==> src/rtl/hazard_unit.sv <==
`default_nettype none
// ============================================================================
//  Module   : hazard_unit
//  Purpose  : Taken-branch detector; redirects the PC mux for one cycle and
//             stalls/flushes the front end for FLUSH_CYCLES cycles.
//  Revision : 1.0  initial release
// ============================================================================
module hazard_unit #(
    parameter int                  OPCODE_W      = 4,
    parameter logic [OPCODE_W-1:0] BRANCH_OPCODE = 4'b0011,
    parameter int                  FLUSH_CYCLES  = 3
) (
    input  logic                clk,
    input  logic                reset,
    input  logic                zeroFlag,
    input  logic [OPCODE_W-1:0] OpCode,
    output logic                stopSignal,
    output logic                selectPCMux
);

    typedef enum logic [1:0] {
        IDLE     = 2'b00,
        REDIRECT = 2'b01,
        STALL    = 2'b10
    } state_t;

    // Counter preload; REDIRECT itself accounts for one of the stall cycles.
    localparam logic [3:0] CNT_LOAD = 4'(FLUSH_CYCLES - 1);

    state_t     state_q;
    logic [3:0] cnt_q;
    logic       taken;

    assign taken = (OpCode == BRANCH_OPCODE) && zeroFlag;

    // Outputs are registered alongside the state so they track the state
    // being entered, keeping inputs off any combinational output path.
    always_ff @(posedge clk or negedge reset) begin
        if (!reset) begin
            state_q     <= IDLE;
            cnt_q       <= 4'd0;
            stopSignal  <= 1'b0;
            selectPCMux <= 1'b0;
        end else begin
            case (state_q)
                IDLE: begin
                    if (taken) begin
                        state_q     <= REDIRECT;
                        cnt_q       <= CNT_LOAD;
                        stopSignal  <= 1'b1;
                        selectPCMux <= 1'b1;
                    end else begin
                        stopSignal  <= 1'b0;
                        selectPCMux <= 1'b0;
                    end
                end
                REDIRECT: begin
                    selectPCMux <= 1'b0;
                    if (cnt_q == 4'd0) begin
                        state_q    <= IDLE;
                        stopSignal <= 1'b0;
                    end else begin
                        state_q    <= STALL;
                        stopSignal <= 1'b1;
                    end
                end
                STALL: begin
                    selectPCMux <= 1'b0;
                    // <= rather than == so a corrupted zero count cannot wrap.
                    if (cnt_q <= 4'd1) begin
                        state_q    <= IDLE;
                        cnt_q      <= 4'd0;
                        stopSignal <= 1'b0;
                    end else begin
                        cnt_q      <= cnt_q - 4'd1;
                        stopSignal <= 1'b1;
                    end
                end
                default: begin
                    state_q     <= IDLE;
                    cnt_q       <= 4'd0;
                    stopSignal  <= 1'b0;
                    selectPCMux <= 1'b0;
                end
            endcase
        end
    end

endmodule
`default_nettype wire

==> config.mk <==
export PLATFORM = sky130hd
export DESIGN_NAME = hazard_unit
export DESIGN_NICKNAME = d
export VERILOG_FILES = /design/src/rtl/hazard_unit.sv
export SDC_FILE = /design/constraint.sdc
export NUM_CORES = 1
export LEC_CHECK = 0
export CORE_AREA = 2 2 39 41
export DETAILED_ROUTE_END_ITERATION = 7
export DIE_AREA = 0 0 41 43
export PLACE_DENSITY = 0.62
export SLEW_MARGIN = 20
export SYNTH_ARGS = -nofsm -noshare
export SYNTH_HDL_FRONTEND = slang
export SYNTH_SLANG_ARGS = --single-unit
export TNS_END_PERCENT = 30
==> constraint.sdc <==
create_clock -name clk -period 2.12 [get_ports clk]
set_input_delay 0.636 -clock clk [delete_from_list [all_inputs] [get_ports clk]]
set_output_delay 0.636 -clock clk [all_outputs]
set_load 0.05 [all_outputs]
==> impl_metrics.json <==
{
  "rsz0062_at_grt": "no",
  "first_pass_iters": 3,
  "multi_input_area_um2": 241.5,
  "syn_area_um2": 456.7,
  "cap_violations": 0,
  "drive_above_1_share_pct": 20.00,
  "fin_crit_ns": 1.997,
  "ctsLongestPathBuffers": 2,
  "switchingPower_mw": 0.2337,
  "clk_pin_slew_ns": 0.05,
  "die_height_um": 43,
  "cts_hold_buffers": 0,
  "ioPinCount": 9,
  "cts_tree": "built",
  "worst_path_largest_cell_delay_ns": 0.79,
  "hpwl_um": 624.1,
  "crit_type": "reg2out",
  "vdd_ir_drop_max_uv": 399.7,
  "r2r_setup_slack_ns": 0.73,
  "ant_nets": 0,
  "drc": 0,
  "cts_setup_buffers": 0,
  "power_frac_seq_pct": 41.7,
  "area_growth_syn_to_layout_pct": 26.85,
  "core-area_mm2": 0.001384,
  "fin_cells": 66,
  "p_clk_share_pct": 19.1,
  "cp.arrival_ns": 1.36,
  "syn-num-nets": 49,
  "start_kind": "register",
  "timing.fmax_mhz": 500.6,
  "routed_via_density": 4.697,
  "fin_nets": 62,
  "hold_viol": 0,
  "switching_share_pct": 38.77,
  "crit_family": "buffers and inverters",
  "cp.required_ns": 1.48,
  "cpMaxStageDelayCell": "clkdlybuf4s50_1",
  "cp_num_buf_inv": 1,
  "vias": 310,
  "min_path_type": "reg2reg",
  "gp_congestion": 0.7392,
  "outcome": "complete, no violations",
  "finalSetupViolCount": 0,
  "internal_power_mw": 0.3691,
  "tightest_slew_ns": 0.4893,
  "start_util_pct": 33.00,
  "post_drt_wl_per_cell_um": 11.92,
  "grt.total_usage_pct": 11.32,
  "setup_tns_ns": 0,
  "ctsHtreeMaxLevel": 1,
  "grt_start_max_net_pins": 9,
  "max_slew_margin_pct": 67.28,
  "cts_num_sinks": 8,
  "ys_seq_area_share_pct": 43.84,
  "drv_slew": 0,
  "power_frac_comb_pct": 39.1,
  "final_cell_mix": "dfrtp_1 (8), clkdlybuf4s50_1 (8), inv_1 (4)",
  "power_density_mw_per_mm2": 1041,
  "cts_resized": 0,
  "antenna_found_initial": 0,
  "port_buffers": 8,
  "fin_skew_ns": 0.007534,
  "grt_overflow": 0,
  "grt_first_pass_wirelength_um": 1324,
  "drt-initial-drc-count": 5,
  "regArea_um2": 200.2,
  "dpl.cell_count": 63,
  "cts_root_buf": "clkbuf_4",
  "numCtsBuffers": 3,
  "num_rows": 14,
  "yosysUniqueCellTypes": 22,
  "holdWs_ns": 0.5586,
  "ys_ff_latch": 8,
  "yosys_warnings": 0,
  "end_kind": "primary output",
  "synth_cells": 39,
  "cp_max_fo": 1,
  "cellLeakagePower_nw": 0.2445,
  "crit_chain": "clkdlybuf4s50_1",
  "die_area_mm2": 0.001763,
  "layout_worst_path_cycle_share_pct": 94.22,
  "clock_latency_ns": 0.25,
  "drt_wl_total_um": 787,
  "n_antenna_cell": 0,
  "avgSynthCellArea_um2": 11.71,
  "die_w_um": 41,
  "grt_pass1_vias": 291,
  "n_fill_cell": 134
}
through the flow:
step / instance area, um^2 / worst slack, ns / utilization [%] / total power [mW]
2_1_floorplan: 456.7 / 0.7931 / - / 0.4286
4_1_cts: 579.3 / 0.09585 / 41.86 / 0.6156
5_1_grt: 579.3 / 0.05791 / 41.86 / 0.6567
6_report: 579.3 / 0.1225 / 41.86 / 0.6028
3_5_place_dp: 556.8 / 0.3047 / 40.24 / 0.4911
3_3_place_gp: 556.8 / 0.3221 / 40.24 / 0.4942
registers in the layout, indices dropped and copies added, names as in the netlist:
name         cells
stopSignal       1
state_q          2
selectPCMux      1
cnt_q            4
logic make-up after synthesis:
group | after synthesis | synth area share, %
flip-flops | 8 | 43.84
buffers and inverters | 4 | 3.287
adder cells (fa/ha/maj) | 3 | 8.220
AO/OA/AOI/OAI | 10 | 23.83
AND/OR/NAND/NOR | 13 | 18.63
multiplexers | 1 | 2.192
Yosys cell counts:
master	instances	area (um^2)
nand4_1	1	6.260
o22ai_1	1	6.260
o2111ai_1	1	8.760
and4bb_4	1	16.27
dfrtp_1	8	200.2
o21ai_1	2	10.01
a21oi_1	1	5.000
nor2b_1	1	6.260
or3b_1	1	8.760
ha_1	3	37.54
o31ai_4	1	21.27
a22oi_2	1	12.51
nor2_1	3	11.26
nor3_1	1	5.000
o221ai_2	2	30.03
mux2i_1	1	10.01
nand2_1	2	7.510
or2b_1	1	7.510
inv_1	4	15.01
a21o_4	1	15.01
and2b_4	1	10.01
nand2b_1	1	6.260
final timing paths:
kind | start | to | cells after the start
worst max-delay path | selectPCMux | selectPCMux | 1
worst min-delay path | cnt_q[0] | cnt_q[0] | 1
worst max register to register | cnt_q[0] | cnt_q[3] | 5
worst min register to register | cnt_q[0] | cnt_q[0] | 1
max in group asynchronous | reset | selectPCMux | 1
min in group asynchronous | reset | state_q[0] | 1
final cells by class:
cell class	instances	area share, %
Timing Repair Buffer	8	13.82
Multi-Input combinational cell	27	41.68
Tap cell	16	3.456
Sequential cell	8	34.56
Inverter	4	2.592
Clock buffer	3	3.888
power groups by stage:
| stage | clock network [mW] | registers, mW | logic, mW |
|---|---|---|---|
| global placement | 0 | 0.256 | 0.238 |
| detailed placement | 0 | 0.253 | 0.238 |
| CTS | 0.123 | 0.252 | 0.240 |
| global route | 0.128 | 0.260 | 0.269 |
| floorplan | 0 | 0.255 | 0.174 |
| finish | 0.115 | 0.251 | 0.236 |
metal layers:
metal	part of all wire (%)	track usage [%]	wire [um]
met2	47	14.06	371
met4	0	6.000	0
met1	51	17.11	404
met5	0	0	0
met3	1.4	3.141	11
No activity file was read; power rests on OpenSTA's default activity.
==> patch (same settings) <==
Encoding of `state_t`: now one-hot (3 bits for 3 states).
--- a/src/rtl/hazard_unit.sv
+++ b/src/rtl/hazard_unit.sv
@@ -19,8 +19,8 @@
 );
 
-    typedef enum logic [1:0] {
-        IDLE     = 2'b00,
-        REDIRECT = 2'b01,
-        STALL    = 2'b10
+    typedef enum logic [2:0] {
+        IDLE     = 3'b001,
+        REDIRECT = 3'b010,
+        STALL    = 3'b100
     } state_t;
 
Formal check against the unedited RTL: same outputs for any inputs over 10 cycles, from zero or initial values and one cycle with reset low; not proved beyond that.
==> patch against the original RTL <==
Die area unchanged; synthesized area up 12%; critical path depth unchanged; wire length up 9.8%; worst setup slack worse by 0.039 ns; sequential cell count up 1; design area up 10%; register-to-register slack better by 0.04 ns; critical path type unchanged; largest cell class unchanged.
Power is not compared: it rests on default switching activity, and its combinational part moved more than twofold at a synthesized area within 25%.
==> patch: results (changes against the original RTL) <==
[clocking]
clock-sinks = 9  ; +1
clk_pin_slew_ns = 0.07  ; +0.02 ns
insertion_delay_ns = 0.27  ; +0.02 ns

[place]
hpwl_um = 688.1  ; +10%

[drt]
drt_iter0_markers = 3  ; -2
avgViaCountPerCell = 5.270  ; +12%
dr.pass1.iters = 2  ; -1
highest_layer = met4
wl_met3_um = 39  ; +250%
dr_wl_met2_um = 429  ; +16%
wl_per_cell_um = 11.68  ; -2.1%

[logic_synthesis]
syn_inst = 46  ; +18%
yosysUniqueCellTypes = 28  ; +27%
synth_common_cells = dfrtp_1 (8), inv_1 (7)
synth-seq-area-share_pct = 44.25  ; +0.42 points

[grt]
grt_max_degree = 10  ; +1
grtUsageMet3_pct = 4.712  ; +1.6 points
globalRouteMet1Util_pct = 16.61  ; -0.49 points
use_met2_pct = 19.38  ; +5.3 points
grt_usage_pct = 14.10  ; +2.8 points
grt_pass1_vias = 384  ; +32%
grt_pass1_wl_mm = 1.559  ; +18%

[finish]
final_layout_size_suffix_gt1_share_pct = 17.24  ; -2.8 points
inv_count = 7  ; +3
top_regs = cnt_q x4, state_q x3
clk_share_pct = 4.305  ; +0.42 points
final_cell_count_no_fill = 74  ; +12%

[run_status]
status = completed

[sta]
max_slew_margin_pct = 66.57  ; -0.70 points

## patch: cell types whose count changed in the layout (fill, tap and decap cells not counted), sizes merged, moves of 2 or more
cell / unedited run / this run
o311ai: 0 / 2
nand3b: 0 / 3
inv: 4 / 7
o211ai: 0 / 2
o221ai: 2 / 0
nor4b: 0 / 2
nor3b: 0 / 2
## patch: worst paths after layout
kind / slack [ns] / to
setup / recovery: 0.08 / stopSignal
max in group asynchronous: 1.15 / state_q[0]$_DFFE_PN1P_
hold / removal: 0.54 / cnt_q[0]$_DFFE_PN0P_
setup reg to reg: 0.77 / stopSignal$_DFF_PN0_
hold reg to reg: 0.54 / cnt_q[0]$_DFFE_PN0P_
min in group asynchronous: 0.66 / cnt_q[3]$_DFFE_PN0P_
## patch: cells by family after synthesis
kind of cell | count (synthesis) | synth area share, %
AO/OA/AOI/OAI | 12 | 19.80
XOR/XNOR | 1 | 1.712
adder cells (fa/ha/maj) | 2 | 4.889
buffers and inverters | 7 | 5.135
flip-flops | 9 | 44.25
multiplexers | 1 | 1.956
AND/OR/NAND/NOR | 14 | 22.25
## patch: stage by stage
stage | setup slack [ns] | utilization [%] | power, mW | hold slack (ns) | area (um^2)
after detailed placement | 0.1527 | 44.21 | 0.2561 | 0.5346 | 611.8
after CTS | 0.07018 | 46.20 | 0.3942 | 0.5461 | 639.4
after global placement | 0.1741 | 44.21 | 0.2569 | 0.5447 | 611.8
final | 0.08371 | 46.20 | 0.3889 | 0.5370 | 639.4
after floorplan | 0.7250 | - | 0.2306 | 0.3404 | 511.7
after global routing | 0.05463 | 46.20 | 0.4065 | 0.5788 | 639.4
## patch: worst register-to-register path, cell delays in order (launching register included)
cell	delay [ns]
dfrtp_1	0.40
inv_1	0.06
ha_1	0.24
a311oi_1	0.41
a21o_2	0.18
